==> config.mk <==
export PLATFORM = sky130hd
export DESIGN_NAME = gate_sweep_ctrl
export DESIGN_NICKNAME = d
export VERILOG_FILES = /design/src/rtl/gate_sweep_ctrl.sv
export SDC_FILE = /design/constraint.sdc
export NUM_CORES = 1
export LEC_CHECK = 0
export CAP_MARGIN = 10
export CORE_AREA = 2 2 78 80
export DETAILED_ROUTE_END_ITERATION = 7
export DIE_AREA = 0 0 80 82
export PLACE_DENSITY = 0.53
export SLEW_MARGIN = 20
export SYNTH_ARGS = -nofsm -noshare
export SYNTH_HDL_FRONTEND = slang
export SYNTH_SLANG_ARGS = --single-unit
==> constraint.sdc <==
create_clock -name clk -period 2.8 [get_ports clk]
set_input_delay 0.7 -clock clk [delete_from_list [all_inputs] [get_ports clk]]
set_output_delay 0.7 -clock clk [all_outputs]
set_load 0.005 [all_outputs]
==> src/rtl/gate_sweep_ctrl.sv <==
// Clocked self-test sequencer for the and_nand / or_nor gate pair: walks {in1,in0} through 00..11,
// samples all four gate outputs after settling, and reports per-vector and overall results.
// Optional: define GATE_SWEEP_ERR_COUNT_EN to add a saturating failed-sweep counter (err_count).
module gate_sweep_ctrl #(
    parameter int SETTLE_CYCLES = 4,
    parameter int CNT_W         = 8
) (
    input  logic        clk,
    input  logic        rst,
    input  logic        start,
    input  logic        and_out,
    input  logic        nand_out,
    input  logic        or_out,
    input  logic        nor_out,
    output logic        in0,
    output logic        in1,
    output logic        busy,
    output logic        done,
    output logic        pass,
    output logic [3:0]  err_mask,
    output logic [15:0] result_vec
`ifdef GATE_SWEEP_ERR_COUNT_EN
    ,
    output logic [7:0]  err_count
`endif
);

    typedef enum logic [1:0] {IDLE, SETTLE, SAMPLE, DONE} state_t;

    state_t           state_q, state_d;
    logic [1:0]       vec_q, vec_d;
    logic [CNT_W-1:0] cnt_q, cnt_d;
    logic             pass_q, pass_d;
    logic [3:0]       err_q, err_d;
    logic [15:0]      res_q, res_d;

    logic [3:0] got_nib, exp_nib;
    logic       exp_and, exp_or;

    assign got_nib = {nor_out, or_out, nand_out, and_out};
    assign exp_and = vec_q[1] & vec_q[0];
    assign exp_or  = vec_q[1] | vec_q[0];
    assign exp_nib = {~exp_or, exp_or, ~exp_and, exp_and};

    always_ff @(posedge clk) begin
        if (rst) begin
            state_q <= IDLE;
            vec_q   <= 2'b00;
            cnt_q   <= '0;
            pass_q  <= 1'b0;
            err_q   <= 4'b0000;
            res_q   <= 16'h0000;
        end else begin
            state_q <= state_d;
            vec_q   <= vec_d;
            cnt_q   <= cnt_d;
            pass_q  <= pass_d;
            err_q   <= err_d;
            res_q   <= res_d;
        end
    end

    always_comb begin
        state_d = state_q;
        vec_d   = vec_q;
        cnt_d   = cnt_q;
        pass_d  = pass_q;
        err_d   = err_q;
        res_d   = res_q;
        unique case (state_q)
            IDLE: begin
                if (start) begin
                    state_d = SETTLE;
                    vec_d   = 2'b00;
                    cnt_d   = '0;
                    pass_d  = 1'b0;
                    err_d   = 4'b0000;
                    res_d   = 16'h0000;
                end
            end
            SETTLE: begin
                cnt_d = cnt_q + 1'b1;
                if (cnt_q == CNT_W'(SETTLE_CYCLES - 1))
                    state_d = SAMPLE;
            end
            SAMPLE: begin
                res_d[{vec_q, 2'b00} +: 4] = got_nib;
                err_d[vec_q]               = (got_nib != exp_nib);
                if (vec_q == 2'd3) begin
                    state_d = DONE;
                    pass_d  = ~|err_d;
                end else begin
                    state_d = SETTLE;
                    vec_d   = vec_q + 1'b1;
                    cnt_d   = '0;
                end
            end
            DONE: state_d = IDLE;
            default: state_d = IDLE;
        endcase
    end

    // The vector index register is the gate drive; it holds 2'b11 after a sweep.
    assign in1        = vec_q[1];
    assign in0        = vec_q[0];
    assign busy       = (state_q == SETTLE) || (state_q == SAMPLE);
    assign done       = (state_q == DONE);
    assign pass       = pass_q;
    assign err_mask   = err_q;
    assign result_vec = res_q;

`ifdef GATE_SWEEP_ERR_COUNT_EN
    logic [7:0] errc_q;

    // Survives start; only rst clears the tally.
    always_ff @(posedge clk) begin
        if (rst)
            errc_q <= 8'h00;
        else if (state_q == DONE && !pass_q && errc_q != 8'hFF)
            errc_q <= errc_q + 8'h01;
    end

    assign err_count = errc_q;
`else
    // Failed sweeps are not tallied in this build.
`endif

endmodule

Word-level counts from Yosys, hierarchy flattened
Cells that the tools add are included.
{"block": "totals", "word_cells": 60, "romBits": 0, "mem_count": 0, "input_bits": 7, "latch_bits": 0, "ramBits": 0, "ff_bits": 33}
{"block": "classes", "bitwise_logic": 4, "n_reduce_logical": 12, "mux": 21, "shifts": 2, "n_div": 0, "n_eq_ne": 10, "add_sub_neg": 3, "n_lt_le_gt_ge": 2, "multipliers": 0}
{"op": "$pmux 16 s2", "n": 1}
{"op": "$pmux 8 s3", "n": 1}
{"op": "$bwmux 16", "n": 1}
{"op": "$mux 16", "n": 1}
{"op": "$mux 8", "n": 2}
{"op": "$shift 4x6->16 const A", "n": 1}
{"op": "$shiftx 4x6->16", "n": 1}
{"op": "$mux 2", "n": 5}
{"op": "$reduce_and 3->1", "n": 3}
{"op": "$add 8x1->8 const B", "n": 1}
{"op": "$eq 8x2->1 const B", "n": 1}
{"op": "$ne 2x2->1 const B", "n": 4}
{"op": "$pmux 2 s4", "n": 1}
{"op": "$pmux 4 s2", "n": 1}
{"op": "$eq 2x2->1 const B", "n": 3}
{"op": "$neg 4->6", "n": 1}
{"op": "$bwmux 4", "n": 1}
{"op": "$mux 4", "n": 1}
{"op": "$ne 4x4->1", "n": 1}
{"op": "$pmux 2 s2", "n": 1}
{"op": "$reduce_and 2->1", "n": 2}
{"op": "$reduce_or 4->1", "n": 1}
{"op": "$lt 2x3->1 const B", "n": 1}
{"op": "$mux 1", "n": 3}
{"op": "14 further kinds", "n": 15}

Depth between registers and ports, before layout
{"block": "depth", "word_depth": 9, "depth_mapped": 8}

Worst setup path before layout
OpenSTA, ideal clock, no wires.
{"block": "synth_timing", "kind": "register -> register", "from": "register vec_q[0]", "to": "register res_q[0], in the netlist result_vec[0]", "path_stages_with_launch": 6, "period_less_slack_ps": 2142, "path_buffers": 0, "arrival_time_ps": 2083, "required_time_ps": 2741, "path_slack_ps": 658, "path_cell_list": "dfxtp_1 -> inv_1 -> ha_1 -> or4b_2 -> nor4_2 -> a22o_1"}
{"block": "synth_between", "elab_chain_cells": 4, "word_cells_on_any_way": 5, "cone_classes": "add/sub (1); shift (2); mux (2)"}
{"element": "from (decl)", "line": "31", "text": "logic [1:0] vec_q, vec_d;"}
{"element": "from (signal assigned)", "line": "55", "text": "vec_q <= vec_d;"}
{"element": "$neg 4->6 (*)", "line": "87", "text": "res_d[{vec_q, 2'b00} +: 4] = got_nib;"}
{"element": "$shiftx 4x6->16 / $shift 4x6->16 (equally long branches)", "line": "87"}
{"element": "$bwmux 16 (*)", "line": "87"}
{"element": "$pmux 16 s2 (*)", "line": "70", "text": "unique case (state_q)"}
{"element": "to (signal assigned)", "line": "59", "text": "res_q <= res_d;"}
{"element": "to (decl)", "line": "35", "text": "logic [15:0] res_q, res_d;"}
Mark *: on every way between the ends. The rest lies on a longest branch, timed or not.
A chain may end at the register's enable or synchronous reset.

Final worst setup path
{"block": "layout_timing", "from": "register vec_q[1]", "to": "register pass_q, in the netlist pass"}
{"block": "layout_between", "elab_chain_cells": 9, "word_cells_on_any_way": 18, "cone_classes": "order compare (2); eq/ne (3); mux (5); bitwise (4); reduce/logical (4)"}
{"element": "$lt 2x3->1 (implied by the code) / $ge 2x1->1 (equally long branches)", "line": "88", "text": "err_d[vec_q] = (got_nib != exp_nib);"}
{"element": "$logic_and 1x1->1 (implied by the code)", "line": "88"}
{"element": "$mux 1 (implied by the code)", "line": "88"}
{"element": "$demux 1 s2", "line": "88"}
{"element": "$bwmux 4", "line": "88"}
{"element": "$reduce_or 4->1", "line": "91", "text": "pass_d = ~|err_d;"}
{"element": "$logic_not 1->1", "line": "91"}
{"element": "$mux 1", "line": "89", "text": "if (vec_q == 2'd3) begin"}
{"element": "$pmux 1 s2", "line": "70"}
{"element": "to (signal assigned)", "line": "57", "text": "pass_q <= pass_d;"}
{"element": "to (decl)", "line": "33", "text": "logic pass_q, pass_d;"}
Several ways; a longest one is shown, not always the timed one. The select of a mux whose other input is x is not followed.

==> impl_metrics.tcl <==
set metrics [dict create \
    max_freq_ghz 0.423 \
    finalClockSkew_ns 0.00842 \
    end_kind "flip-flop" \
    grt_pass1_wl_mm 7.14 \
    path_class "flip-flop to flip-flop" \
    cts_buffers 5 \
    rsz0062_at_grt "no" \
    synthArstFlopShare_pct 0 \
    cts_sinks 33 \
    status "completed" \
    finalSetupViolCount 0 \
    path_clk_slew_ns 0.08 \
    grt_pass1_vias 1446 \
    r2r_cells 7 \
    path_max_fanout 6 \
    synth_edf_count 0 \
    dieArea_sq_um 6560 \
    wire_per_inst_microns 14.2 \
    synth_warnings 0 \
    worst_slew_pin_slew_ns 0.546 \
    die_x_microns 80 \
    period_share_pct 84.4 \
    ys_top_cells_by_count "dfxtp_1, nor2_1, ha_1, a22o_1, a21oi_1" \
    netlist_instances 179 \
    power_density_nw_per_um2 629 \
    cap_violations 0 \
    hold_buffers 0 \
    cts-root-buf "clkbuf_8" \
    drtIter0Drc 73 \
    finalWirelength_mm 4.18 \
    antenna_found_initial 0 \
    pre_cts_ws_ns 0.317 \
    die_y_microns 82 \
    ir_worst_vdd_v 0.000233 \
    fin_tns_setup_ns 0 \
    grt_util_all_layers_pct 14.1 \
    yosysTopAreaCell "dfxtp_1" \
    clockBufferDepth 2 \
    gp_congestion 0.784 \
    postCtsSetupRepairBufs 0 \
    hold_viol 0 \
    slew_violations 0 \
    max_stage_delay_ns 0.51 \
    fin_ws_ns 0.436 \
    yosysUniqueCellTypes 44 \
    synth.area.top_cells "dfxtp_1, ha_1, a22o_1" \
    vias 1409 \
    holdPathEnd "result_vec[2]" \
    ys_ff_latch 33 \
    port_buffers 31 \
    crit_required_ns 3.00 \
    cp.buffers_inverters 2 \
    h-tree-depth 2 \
    worstSkewPairLatency_ns 0.29 \
    ant_nets 0 \
    hp-class "flip-flop to flip-flop" \
    min_path_cells 1 \
    cp_top_family "adder cells" \
    final_nets 239 \
    layout_min_cycle_time_ns 2.36 \
    core_area_sq_um 5750 \
    ys.flop_type "dfxtp_1" \
    grt_max_degree 18 \
    synth_most_common_cell "dfxtp_1" \
    synthesis.area_sq_um 1660 \
    syn-num-nets 200 \
    start_util_pct 29.0 \
    r2r_start "vec_q[1]" \
    synth_seq_area_share_pct 39.7 \
    num_rows 28 \
    drcViolationCount 0 \
    dr_wl_met3_microns 148 \
    hpwl_mm 3.09 \
    cp_data_arrival_time_ns 2.56 \
    vias_per_cell 4.79 \
    cts_tree "built" \
    area_delta_synth_final_pct 31.3 \
    reg2reg_to "pass" \
    p_leak_nw 0.793 \
    post-route-util_pct 38.0 \
    grt-ovfl-total 0 \
    insertedDiodeCount 0 \
    drtPass1Iterations 4 \
    relSlewSlack_pct 63.1 \
    ios 32 \
    cts_resized 0 \
    wl_met2_mm 1.85 \
    hp-start "result_vec[2]" \
    cpMaxStageDelayCell "nor4bb_1" \
    yosysTopAreaCellShare_pct 39.7 \
    worstSetupStartpointType "flip-flop" \
    path_cells "inv_1 -> ha_1 -> inv_1 -> ha_1 -> nor4bb_1 -> o2111ai_1 -> a211oi_1" \
    highest_layer "met4" \
    r2r_slack_ns 0.44 \
    layout-drive-gt1-share_pct 10.5 \
    wl_met1_mm 2.13 \
    synth_area_per_cell_sq_um 9.30 \
]
==> flip-flops by register name, indices dropped and copies added, names as in the netlist <==
signal      cells
state_q         2
pass            1
err_mask        4
cnt_q           8
vec_q           2
result_vec     16
==> metrics by stage <==
stage | total power, mW | std cells | hold slack [ns] | area [sq um]
4_1_cts | 1.39 | 294 | 0.484 | 2180
5_1_grt | 1.48 | 294 | 0.492 | 2180
6_report | 1.37 | 294 | 0.480 | 2180
2_1_floorplan | 0.850 | 179 | 0.449 | 1660
3_3_place_gp | 1.03 | 286 | 0.461 | 2100
3_5_place_dp | 1.03 | 286 | 0.458 | 2100
==> routing by layer <==
metal / track usage [%] / vias up
met4: 4.07 / 0
met5: 0 / -
met2: 21.8 / 27
li1: - / 727
met3: 3.85 / 7
met1: 19.3 / 648
==> cells in the final DEF (no fill, tap or decap), types with 2 or more instances in the layout <==
master	count
nand2_1	7
o21ai_0	8
dfxtp_1	33
nor3b_1	2
clkdlybuf4s50_1	31
ha_1	14
xor2_1	4
nor4_1	2
clkinv_2	2
a22oi_1	5
a21oi_1	11
a22o_1	12
nor2_1	17
clkbuf_8	5
nor3_1	5
nand4_1	4
nand2b_1	4
nand3_1	5
xnor2_1	2
buf_4	7
and2_1	3
nor2b_1	2
inv_1	9
==> kinds of logic after synthesis <==
family	Yosys count	synth area share (%)
simple gates	62	20.9
compound gates	47	21.1
flops	33	39.7
buf+inv	15	3.38
fa+ha+maj	14	10.5
xor+xnor	6	3.16
mux	2	1.28
==> layout make-up <==
| type | count | area, sq um |
|---|---|---|
| Clock buffer | 5 | 68.8 |
| Clock inverter | 3 | 17.5 |
| Fill cell | 624 | 3560 |
| Inverter | 9 | 33.8 |
| Multi-Input combinational cell | 131 | 947 |
| Sequential cell | 33 | 661 |
| Tap cell | 75 | 93.8 |
| Timing Repair Buffer | 38 | 363 |
==> worst reg2reg max path, stage by stage (launching register included) <==
cell	delay [ns]
dfxtp_1	0.46
inv_1	0.16
ha_1	0.26
inv_1	0.16
ha_1	0.27
nor4bb_1	0.51
o2111ai_1	0.20
a211oi_1	0.26
==> where the power goes <==
group | switching [mW] | leakage, nW | internal, mW
Clock | 0.185 | 0.0439 | 0.172
Combinational | 0.274 | 0.483 | 0.214
Sequential | 0.0294 | 0.266 | 0.501
Total | 0.488 | 0.793 | 0.886
==> how the worst max path moves through the flow <==
stage                     slack, ns      from  cells after the start       endpoint
after floorplan                0.66  vec_q[0]                      5  result_vec[0]
after global placement         0.33    or_out                      5           pass
after detailed placement       0.32    or_out                      5           pass
after CTS                      0.47  vec_q[1]                      7           pass
after global routing           0.23  vec_q[1]                      7           pass
final                          0.44  vec_q[1]                      7           pass
(Power assumes the default switching activity.)
